`src/rtl/mips_pkg.sv`:
```
// Shared MIPS pipeline definitions: ALU, branch, load and store codes plus the
// decoder control bundle carried down the pipeline.
package mips_pkg;

  typedef enum logic [3:0] {
    A_NOP  = 4'd0,
    A_ADD  = 4'd1,
    A_SUB  = 4'd2,
    A_AND  = 4'd3,
    A_OR   = 4'd4,
    A_XOR  = 4'd5,
    A_NOR  = 4'd6,
    A_SLT  = 4'd7,
    A_SLTU = 4'd8,
    A_SLL  = 4'd9,
    A_SRL  = 4'd10,
    A_SRA  = 4'd11,
    A_LUI  = 4'd12
  } alu_op_e;

  typedef enum logic [2:0] {
    BRANCH_BEQ  = 3'd0,
    BRANCH_BNE  = 3'd1,
    BRANCH_BLEZ = 3'd2,
    BRANCH_BGTZ = 3'd3,
    BRANCH_BLTZ = 3'd4,
    BRANCH_BGEZ = 3'd5
  } branch_type_e;

  typedef enum logic [2:0] {
    LOAD_LW  = 3'd0,
    LOAD_LB  = 3'd1,
    LOAD_LBU = 3'd2,
    LOAD_LH  = 3'd3,
    LOAD_LHU = 3'd4
  } load_type_e;

  typedef enum logic [1:0] {
    STORE_SW = 2'd0,
    STORE_SB = 2'd1,
    STORE_SH = 2'd2
  } store_type_e;

  typedef struct packed {
    logic       branch;
    logic       mem_to_reg;
    logic [3:0] alu_control;
    logic       mem_write;
    logic       alu_src;
    logic       alu_shift_shamt;
    logic       reg_write;
    logic       jump;
    logic       jump_reg;
    logic       reg_dst;
    logic [2:0] branch_type;
    logic [2:0] load_type;
    logic [1:0] store_type;
  } ctrl_t;

  localparam ctrl_t CTRL_BUBBLE = '0;
  localparam logic [15:0] STALL_CNT_MAX = 16'hFFFF;

  // rt is a source operand unless the instruction takes an immediate and
  // neither stores rt nor compares it in a branch.
  function automatic logic rt_consumed(input logic alu_src, input logic mem_write,
                                       input logic branch);
    return ~alu_src | mem_write | branch;
  endfunction

endpackage

```
`src/rtl/id_ex_reg_if.sv`:
```
// Decode-to-execute pipeline boundary signals. id_valid qualifies id_*, stall is
// the back-pressure to IF/ID (decode may advance when stall=0), ex_valid qualifies ex_*.
interface id_ex_reg_if
  import mips_pkg::*;
#(
  parameter int DATA_W = 32
);

  logic              id_valid;
  ctrl_t             id_ctrl;
  logic [DATA_W-1:0] id_rs_data;
  logic [DATA_W-1:0] id_rt_data;
  logic [DATA_W-1:0] id_imm;
  logic [DATA_W-1:0] id_pc4;
  logic [4:0]        id_rs;
  logic [4:0]        id_rt;
  logic [4:0]        id_rd;
  logic [4:0]        id_shamt;
  logic              flush;

  logic              ex_valid;
  ctrl_t             ex_ctrl;
  logic [DATA_W-1:0] ex_rs_data;
  logic [DATA_W-1:0] ex_rt_data;
  logic [DATA_W-1:0] ex_imm;
  logic [DATA_W-1:0] ex_pc4;
  logic [4:0]        ex_rs;
  logic [4:0]        ex_rt;
  logic [4:0]        ex_shamt;
  logic [4:0]        ex_dest;
  logic              stall;
  logic [15:0]       stall_cnt;

  modport master (
    output id_valid, id_ctrl, id_rs_data, id_rt_data, id_imm, id_pc4,
           id_rs, id_rt, id_rd, id_shamt, flush,
    input  ex_valid, ex_ctrl, ex_rs_data, ex_rt_data, ex_imm, ex_pc4,
           ex_rs, ex_rt, ex_shamt, ex_dest, stall, stall_cnt
  );

  modport slave (
    input  id_valid, id_ctrl, id_rs_data, id_rt_data, id_imm, id_pc4,
           id_rs, id_rt, id_rd, id_shamt, flush,
    output ex_valid, ex_ctrl, ex_rs_data, ex_rt_data, ex_imm, ex_pc4,
           ex_rs, ex_rt, ex_shamt, ex_dest, stall, stall_cnt
  );

endinterface

```
`src/rtl/id_ex_reg_hazard_detect.sv`:
```
// Load-use hazard comparator: a load in execute whose destination feeds the
// instruction currently in decode.
module hazard_detect
  import mips_pkg::*;
(
  input  logic       ex_valid,
  input  logic       ex_mem_to_reg,
  input  logic [4:0] ex_dest,
  input  logic       id_valid,
  input  logic [4:0] id_rs,
  input  logic [4:0] id_rt,
  input  logic       id_alu_src,
  input  logic       id_mem_write,
  input  logic       id_branch,
  output logic       hazard
);

  logic load_in_ex;
  logic rs_match;
  logic rt_match;

  // $zero is never a real producer, so a load targeting it cannot stall.
  assign load_in_ex = ex_valid & ex_mem_to_reg & (ex_dest != 5'd0);
  assign rs_match   = (ex_dest == id_rs);
  assign rt_match   = (ex_dest == id_rt) & rt_consumed(id_alu_src, id_mem_write, id_branch);
  assign hazard     = load_in_ex & id_valid & (rs_match | rt_match);

endmodule

```
`src/rtl/id_ex_reg.sv`:
```
// ID/EX pipeline register with bubble insertion on flush, invalid decode and
// (when HAZARD_DETECT_EN is defined) load-use stalls with a saturating stall counter.
module id_ex_reg
  import mips_pkg::*;
#(
  parameter int DATA_W = 32
)(
  input logic         clk,
  input logic         rst,
  id_ex_reg_if.slave  bus
);

  logic              ex_valid_q;
  ctrl_t             ex_ctrl_q;
  logic [DATA_W-1:0] ex_rs_data_q;
  logic [DATA_W-1:0] ex_rt_data_q;
  logic [DATA_W-1:0] ex_imm_q;
  logic [DATA_W-1:0] ex_pc4_q;
  logic [4:0]        ex_rs_q;
  logic [4:0]        ex_rt_q;
  logic [4:0]        ex_shamt_q;
  logic [4:0]        ex_dest_q;
  logic              stall;
  logic              load_bubble;

`ifdef HAZARD_DETECT_EN
  logic        hazard;
  logic [15:0] stall_cnt_q;

  hazard_detect u_hazard_detect (
    .ex_valid      (ex_valid_q),
    .ex_mem_to_reg (ex_ctrl_q.mem_to_reg),
    .ex_dest       (ex_dest_q),
    .id_valid      (bus.id_valid),
    .id_rs         (bus.id_rs),
    .id_rt         (bus.id_rt),
    .id_alu_src    (bus.id_ctrl.alu_src),
    .id_mem_write  (bus.id_ctrl.mem_write),
    .id_branch     (bus.id_ctrl.branch),
    .hazard        (hazard)
  );

  // Flush kills the decode instruction, so holding it would be pointless.
  assign stall = hazard & ~bus.flush & ~rst;

  always_ff @(posedge clk) begin
    if (rst) begin
      stall_cnt_q <= 16'd0;
    end else if (stall && (stall_cnt_q != STALL_CNT_MAX)) begin
      stall_cnt_q <= stall_cnt_q + 16'd1;
    end
  end

  assign bus.stall_cnt = stall_cnt_q;
`else
  assign stall         = 1'b0;
  assign bus.stall_cnt = 16'd0;
`endif

  assign bus.stall   = stall;
  assign load_bubble = bus.flush | stall | ~bus.id_valid;

  // A bubble zeroes every field, data included, so execute sees a fixed pattern.
  always_ff @(posedge clk) begin
    if (rst || load_bubble) begin
      ex_valid_q   <= 1'b0;
      ex_ctrl_q    <= CTRL_BUBBLE;
      ex_rs_data_q <= '0;
      ex_rt_data_q <= '0;
      ex_imm_q     <= '0;
      ex_pc4_q     <= '0;
      ex_rs_q      <= 5'd0;
      ex_rt_q      <= 5'd0;
      ex_shamt_q   <= 5'd0;
      ex_dest_q    <= 5'd0;
    end else begin
      ex_valid_q   <= bus.id_valid;
      ex_ctrl_q    <= bus.id_ctrl;
      ex_rs_data_q <= bus.id_rs_data;
      ex_rt_data_q <= bus.id_rt_data;
      ex_imm_q     <= bus.id_imm;
      ex_pc4_q     <= bus.id_pc4;
      ex_rs_q      <= bus.id_rs;
      ex_rt_q      <= bus.id_rt;
      ex_shamt_q   <= bus.id_shamt;
      ex_dest_q    <= bus.id_ctrl.reg_dst ? bus.id_rd : bus.id_rt;
    end
  end

  assign bus.ex_valid   = ex_valid_q;
  assign bus.ex_ctrl    = ex_ctrl_q;
  assign bus.ex_rs_data = ex_rs_data_q;
  assign bus.ex_rt_data = ex_rt_data_q;
  assign bus.ex_imm     = ex_imm_q;
  assign bus.ex_pc4     = ex_pc4_q;
  assign bus.ex_rs      = ex_rs_q;
  assign bus.ex_rt      = ex_rt_q;
  assign bus.ex_shamt   = ex_shamt_q;
  assign bus.ex_dest    = ex_dest_q;

endmodule

```
`src/flat_wrapper.sv`:
```
// flat-port wrapper written by rule: the top's interface ports become plain ports
module id_ex_reg_flat import mips_pkg::*;
#(
  parameter int DATA_W = 32
)
  (clk, rst, bus_id_valid, bus_id_ctrl, bus_id_rs_data, bus_id_rt_data, bus_id_imm, bus_id_pc4, bus_id_rs, bus_id_rt, bus_id_rd, bus_id_shamt, bus_flush, bus_ex_valid, bus_ex_ctrl, bus_ex_rs_data, bus_ex_rt_data, bus_ex_imm, bus_ex_pc4, bus_ex_rs, bus_ex_rt, bus_ex_shamt, bus_ex_dest, bus_stall, bus_stall_cnt);
  id_ex_reg_if #(.DATA_W(DATA_W)) bus_i ();
  input logic clk;
  input logic rst;
  input wire logic [$bits(bus_i.id_valid)-1:0] bus_id_valid;
  input wire logic [$bits(bus_i.id_ctrl)-1:0] bus_id_ctrl;
  input wire logic [$bits(bus_i.id_rs_data)-1:0] bus_id_rs_data;
  input wire logic [$bits(bus_i.id_rt_data)-1:0] bus_id_rt_data;
  input wire logic [$bits(bus_i.id_imm)-1:0] bus_id_imm;
  input wire logic [$bits(bus_i.id_pc4)-1:0] bus_id_pc4;
  input wire logic [$bits(bus_i.id_rs)-1:0] bus_id_rs;
  input wire logic [$bits(bus_i.id_rt)-1:0] bus_id_rt;
  input wire logic [$bits(bus_i.id_rd)-1:0] bus_id_rd;
  input wire logic [$bits(bus_i.id_shamt)-1:0] bus_id_shamt;
  input wire logic [$bits(bus_i.flush)-1:0] bus_flush;
  output wire logic [$bits(bus_i.ex_valid)-1:0] bus_ex_valid;
  output wire logic [$bits(bus_i.ex_ctrl)-1:0] bus_ex_ctrl;
  output wire logic [$bits(bus_i.ex_rs_data)-1:0] bus_ex_rs_data;
  output wire logic [$bits(bus_i.ex_rt_data)-1:0] bus_ex_rt_data;
  output wire logic [$bits(bus_i.ex_imm)-1:0] bus_ex_imm;
  output wire logic [$bits(bus_i.ex_pc4)-1:0] bus_ex_pc4;
  output wire logic [$bits(bus_i.ex_rs)-1:0] bus_ex_rs;
  output wire logic [$bits(bus_i.ex_rt)-1:0] bus_ex_rt;
  output wire logic [$bits(bus_i.ex_shamt)-1:0] bus_ex_shamt;
  output wire logic [$bits(bus_i.ex_dest)-1:0] bus_ex_dest;
  output wire logic [$bits(bus_i.stall)-1:0] bus_stall;
  output wire logic [$bits(bus_i.stall_cnt)-1:0] bus_stall_cnt;
  assign bus_i.id_valid = bus_id_valid;
  assign bus_i.id_ctrl = bus_id_ctrl;
  assign bus_i.id_rs_data = bus_id_rs_data;
  assign bus_i.id_rt_data = bus_id_rt_data;
  assign bus_i.id_imm = bus_id_imm;
  assign bus_i.id_pc4 = bus_id_pc4;
  assign bus_i.id_rs = bus_id_rs;
  assign bus_i.id_rt = bus_id_rt;
  assign bus_i.id_rd = bus_id_rd;
  assign bus_i.id_shamt = bus_id_shamt;
  assign bus_i.flush = bus_flush;
  assign bus_ex_valid = bus_i.ex_valid;
  assign bus_ex_ctrl = bus_i.ex_ctrl;
  assign bus_ex_rs_data = bus_i.ex_rs_data;
  assign bus_ex_rt_data = bus_i.ex_rt_data;
  assign bus_ex_imm = bus_i.ex_imm;
  assign bus_ex_pc4 = bus_i.ex_pc4;
  assign bus_ex_rs = bus_i.ex_rs;
  assign bus_ex_rt = bus_i.ex_rt;
  assign bus_ex_shamt = bus_i.ex_shamt;
  assign bus_ex_dest = bus_i.ex_dest;
  assign bus_stall = bus_i.stall;
  assign bus_stall_cnt = bus_i.stall_cnt;
  id_ex_reg #(.DATA_W(DATA_W)) u_core (.clk(clk), .rst(rst), .bus(bus_i));
endmodule
```
`config.mk`:
```
export PLATFORM = sky130hd
export DESIGN_NAME = id_ex_reg_flat
export DESIGN_NICKNAME = d
export VERILOG_FILES = /design/src/rtl/mips_pkg.sv /design/src/rtl/id_ex_reg_if.sv /design/src/rtl/id_ex_reg_hazard_detect.sv /design/src/rtl/id_ex_reg.sv /design/src/flat_wrapper.sv
export SDC_FILE = /design/constraint.sdc
export NUM_CORES = 1
export LEC_CHECK = 0
export BUFFER_PORTS_ARGS = -buffer_cell sky130_fd_sc_hd__buf_2
export CAP_MARGIN = 20
export CORE_AREA = 5 5 138 140
export DETAILED_ROUTE_END_ITERATION = 8
export DIE_AREA = 0 0 143 145
export PLACE_DENSITY = 0.62
export SLEW_MARGIN = 20
export SYNTH_ARGS = -nofsm -noshare
export SYNTH_HDL_FRONTEND = slang
export SYNTH_SLANG_ARGS = --single-unit
```
`constraint.sdc`:
```
create_clock -name clk -period 1.8 [get_ports clk]
set_clock_uncertainty 0.2 [all_clocks]
set_input_delay 0.27 -clock clk [delete_from_list [all_inputs] [get_ports clk]]
set_output_delay 0.27 -clock clk [all_outputs]
set_load 0.02 [all_outputs]
```
* After elaboration in Yosys (flattened, before gate mapping)
Cells that the tools add are included.
Storage, ports and cells: bits of input ports 173, register bits 170
Cells by class: bitwise gates (word level) 2, reductions and logical operators 1, multiplexer cells 1
Operators with widths (number):
- two-way mux 5 bit | 1
- logical OR 1 bit | 1
- NOT 1 bit | 1
- OR 1 bit | 1

* Longest topological paths before layout
Gate-level depths: netlist (run 1).
depth in word-level cells 3, mapped depth 6, depth with buffers taken out 3

* Worst setup path after synthesis (run 1)
No wires, ideal clock.
path kind input to register, start input bus_flush, end register u_core.ex_ctrl_q, in the netlist u_core.bus.ex_ctrl[8], stages 6, path slack 0.347 ns, required time 1.540 ns, buffers on the path 3, arrival 1.193 ns, cells stage by stage or3b_1 buf_2 clkinv_2 buf_8 buf_6 and2_1
On the way: cells in the longest elaborated chain, start to end 2
Ends and longest elaborated chain:
- start, declared | line flat_wrapper.sv:20 | input wire logic [$bits(bus_i.flush)-1:0] bus_flush;
- OR 1 bit | line id_ex_reg.sv:61 | assign load_bubble = bus.flush | stall | ~bus.id_valid;
- logical OR 1 bit | line id_ex_reg.sv:65 | if (rst || load_bubble) begin
- end signal, assigned | line id_ex_reg.sv:78 | ex_ctrl_q <= bus.id_ctrl;
- end, declared | line id_ex_reg.sv:14 | ctrl_t ex_ctrl_q;
Every way passes these cells. A chain may end at the register's enable or synchronous reset.

* Worst setup path after layout (run 1)
start register u_core.ex_ctrl_q, in the netlist u_core.bus.ex_ctrl[5], end output bus_ex_ctrl[5]
RTL lines:
- end, declared | line flat_wrapper.sv:22 | output wire logic [$bits(bus_i.ex_ctrl)-1:0] bus_ex_ctrl;
No word-level cell between the ends.

==> results.json, run 1 <==
{
  "grt_max_degree": 86,
  "ys_warn_count": 0,
  "cts_buffer_depth": 2,
  "slowest_stage": "dfxtp_1",
  "dieArea_sq_um": 20740,
  "initial_core_util": 0.2739,
  "gp_congestion": 0.7885,
  "dieHeight_um": 145,
  "synth-seq-area-share": 0.7014,
  "synth.avg_cell_area_sq_um": 12.64,
  "cts_tree": "built",
  "crit_family": "flip-flops",
  "cp_cell_sequence": "buf_2",
  "cts_inserted_buffers": 17,
  "hold_viol_final": 0,
  "first_global_vias": 4620,
  "dp_hpwl_um": 10570,
  "cts_setup_buffers": 0,
  "yosysTopAreaCell": "dfxtp_1",
  "grt_pass1_wl_um": 24080,
  "grtUsageTotal": 0.1479,
  "setup.worst_path.end_class": "primary output",
  "path_depth": 1,
  "routedWlPerCell_um": 13.95,
  "synth_area_leaders": "dfxtp_1, and2_1, buf_6, buf_4, mux2i_1",
  "cts.sinks": 170,
  "synth_edf_count": 0,
  "ant_nets": 0,
  "cts_root_buffer": "clkbuf_16",
  "vias_per_cell": 3.747,
  "core_area_sq_um": 17720,
  "p_per_area_nw_per_um2": 924.5,
  "worstPathMaxFanout": 1,
  "min_path_type": "in2reg",
  "period_needed_ps": 1442,
  "synth_common_cells": "dfxtp_1, and2_1, buf_4, buf_6",
  "area_growth_pct": 82.83,
  "path_buf_inv": 1,
  "synthesis.area_sq_um": 4852,
  "synth_cells": 384,
  "tns_ps": 0,
  "max_stage_delay_ps": 370,
  "crit_type": "reg2out",
  "crit_path_start": "u_core.bus.ex_ctrl[5]$_SDFF_PP0_",
  "cp_data_required_time_ps": 1330,
  "ctsHtreeMaxLevel": 4,
  "numPortBuffers": 342,
  "grt.overflow.total": 0,
  "synth_cell_types": 12,
  "drt_iter0_drc": 106,
  "critPathLaunchType": "flop",
  "p_total_mw": 8.202,
  "ir_drop_mv": 0.5844,
  "netlist.area_leader.share": 0.7014,
  "cts.clk_slew.worst_paths_ps": 70,
  "p_leak_nw": 4.546,
  "rsz0062_at_grt": "no",
  "synth_most_common_cell": "dfxtp_1",
  "fin_crit_sh": 0.8011,
  "antenna_found_initial": 1,
  "filler_cell_count": 1557,
  "vias": 4264,
  "crit_path_end": "bus_ex_ctrl[5]",
  "num_io_pins": 360,
  "rows": 49,
  "fp.dieW_um": 143,
  "async_flop_share": 0,
  "drive_above_1_share": 0.4152,
  "finalNetCount": 1068,
  "totalWireLength_um": 15880,
  "status": "complete, no violations",
  "arrival_ps": 970,
  "drc": 0,
  "cap_violations": 0,
  "max_freq_mhz": 693.5,
  "synth_seq_cells": 170,
  "setup_viol": 0,
  "drv_slew": 0,
  "firstDrtPassIters": 4,
  "ys.flop_type": "dfxtp_1"
}
-- how the worst min path moves through the flow --
| stage | start | end | depth (start not counted) | slack [ps] |
|---|---|---|---|---|
| after detailed placement | bus_id_rt_data[23] | u_core.bus.ex_rt_data[23]$_SDFF_PP0_ | 2 | 270 |
| after global placement | bus_id_ctrl[7] | u_core.bus.ex_ctrl[7]$_SDFF_PP0_ | 2 | 270 |
| final | bus_id_ctrl[8] | u_core.bus.ex_ctrl[8]$_SDFF_PP0_ | 2 | 30 |
| after global routing | bus_id_ctrl[8] | u_core.bus.ex_ctrl[8]$_SDFF_PP0_ | 2 | 10 |
| after floorplan | bus_id_ctrl[0] | u_core.bus.ex_ctrl[0]$_SDFF_PP0_ | 1 | 190 |
| after CTS | bus_id_ctrl[8] | u_core.bus.ex_ctrl[8]$_SDFF_PP0_ | 2 | 4 |
-- state kept, by name, summed over array words and instances (netlist names) --
name and flops:
u_core.bus.ex_imm 32, u_core.bus.ex_shamt 5, u_core.bus.ex_rs 5, u_core.bus.ex_pc4 32, u_core.bus.ex_dest 5, u_core.bus.ex_rt 5
u_core.bus.ex_valid 1, u_core.bus.ex_ctrl 21, u_core.bus.ex_rs_data 32, u_core.bus.ex_rt_data 32
-- repair_timing --
action	in CTS	in global routing
hold endpoints to repair	168	0
resized for setup	0	0
hold buffers	168	0
-- layer usage --
metal,GRT usage,vias up,part of all wire
met1,0.1506,1885,0.36
met5,0,-,0
met4,0.06369,0,0.030
met2,0.2711,205,0.52
met3,0.04969,33,0.091
li1,-,2141,-
-- power by group --
| group | internal, mW | switching (mW) |
|---|---|---|
| registers | 3.86 | 0.0237 |
| clock network | 1.83 | 1.62 |
| logic | 0.494 | 0.372 |
-- area by class of cell --
class / instances / area [sq um] / share of cell area
Timing Repair Buffer: 513 / 3441 / 0.3879
Sequential cell: 170 / 3403 / 0.3836
Multi-Input combinational cell: 192 / 1167 / 0.1316
Clock buffer: 18 / 429.2 / 0.04838
Tap cell: 229 / 286.5 / 0.03230
Clock inverter: 14 / 136.4 / 0.01537
Inverter: 1 / 5.005 / 0.0005642
Antenna cell: 1 / 2.502 / 0.0002821
-- cell usage in the layout (no fill, tap or decap), drive strengths merged --
| cell type | Yosys | final |
|---|---|---|
| dlygate4sd3 | 0 | 168 |
| and2 | 164 | 164 |
| conb | 1 | 17 |
| or3b | 1 | 1 |
| mux2i | 5 | 5 |
| clkinvlp | 0 | 4 |
| inv | 0 | 7 |
| clkbuf | 1 | 18 |
| buf | 36 | 345 |
| nor2 | 5 | 5 |
| clkinv | 1 | 4 |
| dfxtp | 170 | 170 |
| diode | 0 | 1 |
-- kinds of logic after synthesis --
group                  after synthesis  synth area share
other                                1         0.0007729
buffers and inverters               38           0.07039
flip-flops                         170            0.7014
multiplexers                         5           0.01032
AND/OR/NAND/NOR                    170            0.2171
-- per-stage QoR --
step             util  hold slack [ps]  instance area (sq um)  setup slack [ps]  cells
6_report       0.5007            32.21                   8871             358.0   1138
5_1_grt        0.5007            11.18                   8871             322.5   1138
4_1_cts        0.5005            3.651                   8869             346.1   1137
3_5_place_dp   0.3737            271.6                   6621             199.0    937
3_3_place_gp   0.3737            268.7                   6621             194.0    937
2_1_floorplan       -            191.7                   4912             347.3    400
No activity file was read; power rests on OpenSTA's default activity.
==> run 2: changes to the inputs <==
--- a/config.mk
+++ b/config.mk
@@ -7,10 +7,10 @@
 export LEC_CHECK = 0
 export BUFFER_PORTS_ARGS = -buffer_cell sky130_fd_sc_hd__buf_2
 export CAP_MARGIN = 20
-export CORE_AREA = 5 5 138 140
+export CORE_AREA = 5 5 137 139
 export DETAILED_ROUTE_END_ITERATION = 8
-export DIE_AREA = 0 0 143 145
-export PLACE_DENSITY = 0.62
+export DIE_AREA = 0 0 142 144
+export PLACE_DENSITY = 0.65
 export SLEW_MARGIN = 20
 export SYNTH_ARGS = -nofsm -noshare
 export SYNTH_HDL_FRONTEND = slang
==> constraint.sdc (replaced) <==
create_clock -name clk -period 1.2 [get_ports clk]
set_clock_uncertainty 0.2 [all_clocks]
set_input_delay 0.18 -clock clk [delete_from_list [all_inputs] [get_ports clk]]
set_output_delay 0.18 -clock clk [all_outputs]
set_load 0.02 [all_outputs]
==> run 2 against run 1 <==
Against the previous run:
- power grew 55%
- largest power group unchanged
- worst setup slack worse by 430 ps
- largest cell class unchanged
- critical endpoint is now bus_ex_rt_data[31]
- clock power up 52%
- the flow now finishes with violations (setup timing)
- critical path type unchanged
==> results.json, run 2 (synthesis gave the netlist of run 1 again) <==
{
  "max_freq_mhz": 786.7,
  "initial_core_util": 0.2767,
  "cts_tree": "built",
  "setup_viol": 170,
  "crit_family": "flip-flops",
  "placed_cells": 942,
  "ir_drop_mv": 0.9120,
  "regArea_sq_um": 3616,
  "p_total_mw": 12.68,
  "period_needed_ps": 1271,
  "numPortBuffers": 342,
  "ctsHtreeMaxLevel": 4,
  "final_cell_mix": "buf_2, buf_6, dfxtp_2",
  "firstDrtPassIters": 4,
  "cts.clk_slew.worst_paths_ps": 70,
  "multiInputGateArea_sq_um": 1167,
  "min_to": "u_core.bus.ex_dest[2]$_SDFF_PP0_",
  "cp_cell_sequence": "buf_6",
  "cts_inserted_buffers": 17,
  "worstPathMaxFanout": 1,
  "fin_crit_sh": 1.059,
  "cts_root_buffer": "clkbuf_16",
  "dieArea_sq_um": 20450,
  "status": "complete, but fails checks",
  "vias": 4478,
  "max_stage_delay_ps": 360,
  "p_per_area_nw_per_um2": 1242,
  "fp.dieW_um": 142,
  "vias_per_cell": 3.914,
  "totalWireLength_um": 18270,
  "drv_slew": 0,
  "core_area_sq_um": 17530,
  "hold_viol_final": 0,
  "instances_no_fill": 1144,
  "path_buf_inv": 1,
  "arrival_ps": 890,
  "area_growth_pct": 110.4,
  "dieHeight_um": 144,
  "rsz0062_at_grt": "yes",
  "rows": 49,
  "drt_iter0_drc": 99,
  "critPathLaunchType": "flop",
  "gp_congestion": 0.7829,
  "layout_commonest_cell": "buf_2",
  "antenna_found_initial": 1,
  "drc": 0,
  "hold_depth": 4,
  "cts.sinks": 170,
  "grt_pass1_wl_um": 27140,
  "grtUsageTotal": 0.1728,
  "crit_type": "reg2out",
  "cap_violations": 0,
  "violations": "setup timing",
  "grt_max_degree": 46,
  "dp_hpwl_um": 10960,
  "num_io_pins": 360,
  "finalNetCount": 1074,
  "p_leak_nw": 4.787,
  "fin_ws_ps": -71.05,
  "drive_above_1_share": 0.6035,
  "cts_buffer_depth": 2,
  "setup.worst_path.end_class": "primary output",
  "routedWlPerCell_um": 15.97,
  "cp_data_required_time_ps": 820,
  "grt.overflow.total": 0,
  "ant_nets": 0,
  "first_global_vias": 5029,
  "filler_cell_count": 1310,
  "min-delay-start": "rst",
  "slowest_stage": "dfxtp_2",
  "min_path_type": "in2reg"
}
run 2: where the power goes:
group	total, mW	switching, mW	internal [mW]
clock network	5.26	2.35	2.91
logic	1.52	0.592	0.928
registers	5.90	0.0774	5.82
run 2: how the worst max path moves through the flow:
| stage | end | depth (start not counted) | start | slack (ps) |
|---|---|---|---|---|
| 6_report | bus_ex_rt_data[31] | 1 | u_core.bus.ex_rt_data[31]$_SDFF_PP0_ | -70 |
| 5_1_grt | bus_ex_rs_data[10] | 1 | u_core.bus.ex_rs_data[10]$_SDFF_PP0_ | -110 |
| 4_1_cts | bus_ex_rt_data[31] | 1 | u_core.bus.ex_rt_data[31]$_SDFF_PP0_ | -80 |
| 3_5_place_dp | u_core.bus.ex_rs_data[22]$_SDFF_PP0_ | 5 | rst | -310 |
| 3_3_place_gp | u_core.bus.ex_rs_data[22]$_SDFF_PP0_ | 5 | rst | -280 |
| 2_1_floorplan | u_core.bus.ex_ctrl[8]$_SDFF_PP0_ | 6 | rst | -150 |
run 2: metrics by stage:
| step | setup slack [ps] | TNS, ps | hold WS [ps] | utilization | area, sq um |
|---|---|---|---|---|---|
| 2_1_floorplan | -147.5 | -21020 | 101.7 | - | 4922 |
| 3_3_place_gp | -277.6 | -40480 | 179.3 | 0.3807 | 6675 |
| 3_5_place_dp | -308.8 | -41150 | 184.8 | 0.3807 | 6675 |
| 4_1_cts | -83.43 | -8657 | 21.45 | 0.5820 | 10200 |
| 5_1_grt | -111.1 | -11460 | 66.31 | 0.5821 | 10210 |
| 6_report | -71.05 | -4677 | 79.74 | 0.5823 | 10210 |
run 2: routing by layer:
layer	GRT usage	wire [um]
met5	0	0
met3	0.06250	1639
met4	0.06263	418
met2	0.3128	9480
met1	0.1853	6729
run 2: final cells by class:
class / instances / share of cell area
clock inverter: 13 / 0.01299
tap: 229 / 0.02806
antenna: 2 / 0.0004902
sequential: 170 / 0.3542
clock buffer: 18 / 0.04203
inverter: 1 / 0.0008578
multi-input combinational: 192 / 0.1143
timing repair buffer: 519 / 0.4471
run 2: repair_timing:
action,CTS,global route
setup buffers,0,0
setup endpoints to repair,170,170
hold buffers,169,0
gates cloned,0,0
gates resized for setup,510,0
hold endpoints to repair,169,0
==> run 3: changes to the inputs <==
==> constraint.sdc (replaced) <==
create_clock -name clk -period 1.2 [get_ports clk]
set_clock_uncertainty 0.2 [all_clocks]
set_input_delay 0.12 -clock clk [delete_from_list [all_inputs] [get_ports clk]]
set_output_delay 0.12 -clock clk [all_outputs]
set_load 0.02 [all_outputs]
==> run 3 against run 2 <==
Against the previous run:
- the flow still finishes with violations (setup timing)
- clock-buffer cell count did not move
- routed wire length rose by 1.3%
- final cell count fell by 0.35%
- clock power rose by 6.7%
- combinational power barely moved
- critical endpoint is now bus_ex_pc4[0]
- largest cell class unchanged
==> results.json, run 3 (synthesis gave the netlist of run 1 again) <==
{
  "pwr-share-comb": 0.116,
  "initial_core_util": 0.2767,
  "num_io_pins": 360,
  "slowest_stage": "dfxtp_2",
  "p_per_area_nw_per_um2": 1275,
  "numPortBuffers": 342,
  "clkPwrFrac": 0.431,
  "hold_viol_final": 0,
  "critPathLaunchType": "flop",
  "dieHeight_um": 144,
  "min-delay-start": "bus_flush",
  "fp.dieW_um": 142,
  "ir_drop_mv": 0.8929,
  "cts_setup_buffers": 0,
  "fin_ws_ps": -1.101,
  "setup.worst_path.end_class": "primary output",
  "period_needed_ps": 1201,
  "cp_data_required_time_ps": 880,
  "worstPathMaxFanout": 1,
  "p_total_mw": 13.03,
  "drt_iter0_drc": 92,
  "internal-power_mw": 10.09,
  "grt.overflow.total": 0,
  "routedWlPerCell_um": 16.24,
  "final_cell_mix": "buf_2, buf_6, dfxtp_2",
  "max_freq_mhz": 832.6,
  "hold_depth": 4,
  "layout_commonest_cell": "buf_2",
  "filler_cell_count": 1322,
  "drive_above_1_share": 0.6033,
  "vias_per_cell": 3.889,
  "cts_inserted_buffers": 17,
  "final_core_util": 0.5829,
  "antenna_found_initial": 0,
  "drc": 0,
  "drv_slew": 0,
  "swShare": 0.2260,
  "dp_hpwl_um": 10740,
  "rows": 49,
  "setup_viol": 1,
  "arrival_ps": 880,
  "cts_root_buffer": "clkbuf_16",
  "cts.sinks": 170,
  "first_global_vias": 4773,
  "cts_tree": "built",
  "cap_violations": 0,
  "path_buf_inv": 1,
  "violations": "setup timing",
  "grt_pass1_wl_um": 25720,
  "fin_crit_sh": 1.001,
  "vias": 4434,
  "ctsHtreeMaxLevel": 4,
  "min_to": "u_core.bus.ex_dest[2]$_SDFF_PP0_",
  "p_sw_mw": 2.945,
  "firstDrtPassIters": 4,
  "max_stage_delay_ps": 350,
  "crit_family": "flip-flops",
  "gp_congestion": 0.7694,
  "totalWireLength_um": 18510,
  "grtUsageTotal": 0.1650,
  "rsz0062_at_grt": "yes",
  "cts.clk_slew.worst_paths_ps": 60,
  "cp_cell_sequence": "buf_6",
  "status": "complete, but fails checks",
  "cts_buffer_depth": 2,
  "min_path_type": "in2reg",
  "area_growth_pct": 110.7,
  "ant_nets": 0,
  "core_area_sq_um": 17530,
  "p_leak_nw": 4.788,
  "tns_ps": -1.101,
  "dieArea_sq_um": 20450,
  "seq_power_share": 0.453,
  "grt_max_degree": 68,
  "finalNetCount": 1072,
  "crit_type": "reg2out"
}
-- run 3: cell types whose count changed in the layout (fill, tap and decap cells not counted), sizes merged --
cell and delta:
clkinv -2, bufinv +2, diode -1, clkinvlp +1
buf -2, inv -2
-- run 3: repair_timing --
action / CTS / global route
hold buffers: 169 / 0
setup endpoints to repair: 170 / 168
hold endpoints to repair: 169 / 0
cloned: 0 / 0
resized for setup: 376 / 134
-- run 3: worst max-delay path by stage --
| stage | startpoint | endpoint | slack [ps] | cells past startpoint |
|---|---|---|---|---|
| global placement | rst | u_core.bus.ex_rs[1]$_SDFF_PP0_ | -250 | 5 |
| global route | u_core.bus.ex_imm[0]$_SDFF_PP0_ | bus_ex_imm[0] | -40 | 1 |
| detailed placement | rst | u_core.bus.ex_rs_data[1]$_SDFF_PP0_ | -280 | 5 |
| CTS | u_core.bus.ex_imm[28]$_SDFF_PP0_ | bus_ex_imm[28] | -20 | 1 |
| floorplan | rst | u_core.bus.ex_ctrl[8]$_SDFF_PP0_ | -90 | 6 |
| finish | u_core.bus.ex_pc4[0]$_SDFF_PP0_ | bus_ex_pc4[0] | -1 | 1 |
-- run 3: final cells by class --
cell class	count	area, sq um	area share
multi-input cells	192	1167	0.1142
repair buffers	517	4537	0.4439
flip-flops and latches	170	3616	0.3538
inverters	1	8.758	0.0008569
diodes	1	2.502	0.0002448
clock buffers	18	439.2	0.04297
well taps	229	286.5	0.02803
clock inverters	12	163.9	0.01604
-- run 3: power groups by stage --
stage          clock (mW)  combinational, mW  sequential (mW)
2_1_floorplan           0              0.274             6.16
3_3_place_gp            0              0.859             5.95
3_5_place_dp            0              0.867             5.96
4_1_cts              5.77               1.45             5.87
5_1_grt              6.01               1.61             5.91
6_report             5.61               1.52             5.90
-- run 3: stage by stage --
stage	cell area, sq um	setup slack [ps]	hold WS, ps	std cells
detailed placement	6648	-275.4	123.3	940
CTS	9928	-23.14	-29.17	1139
global route	10220	-44.35	36.63	1139
finish	10220	-1.101	47.32	1140
floorplan	4922	-87.52	41.71	400
global placement	6648	-253.0	119.8	940
-- run 3: routing by layer --
| metal | global-route usage | part of all wire |
|---|---|---|
| met1 | 0.1662 | 0.35 |
| met3 | 0.06548 | 0.096 |
| met2 | 0.2989 | 0.52 |
| met5 | 0 | 0 |
| met4 | 0.07677 | 0.029 |
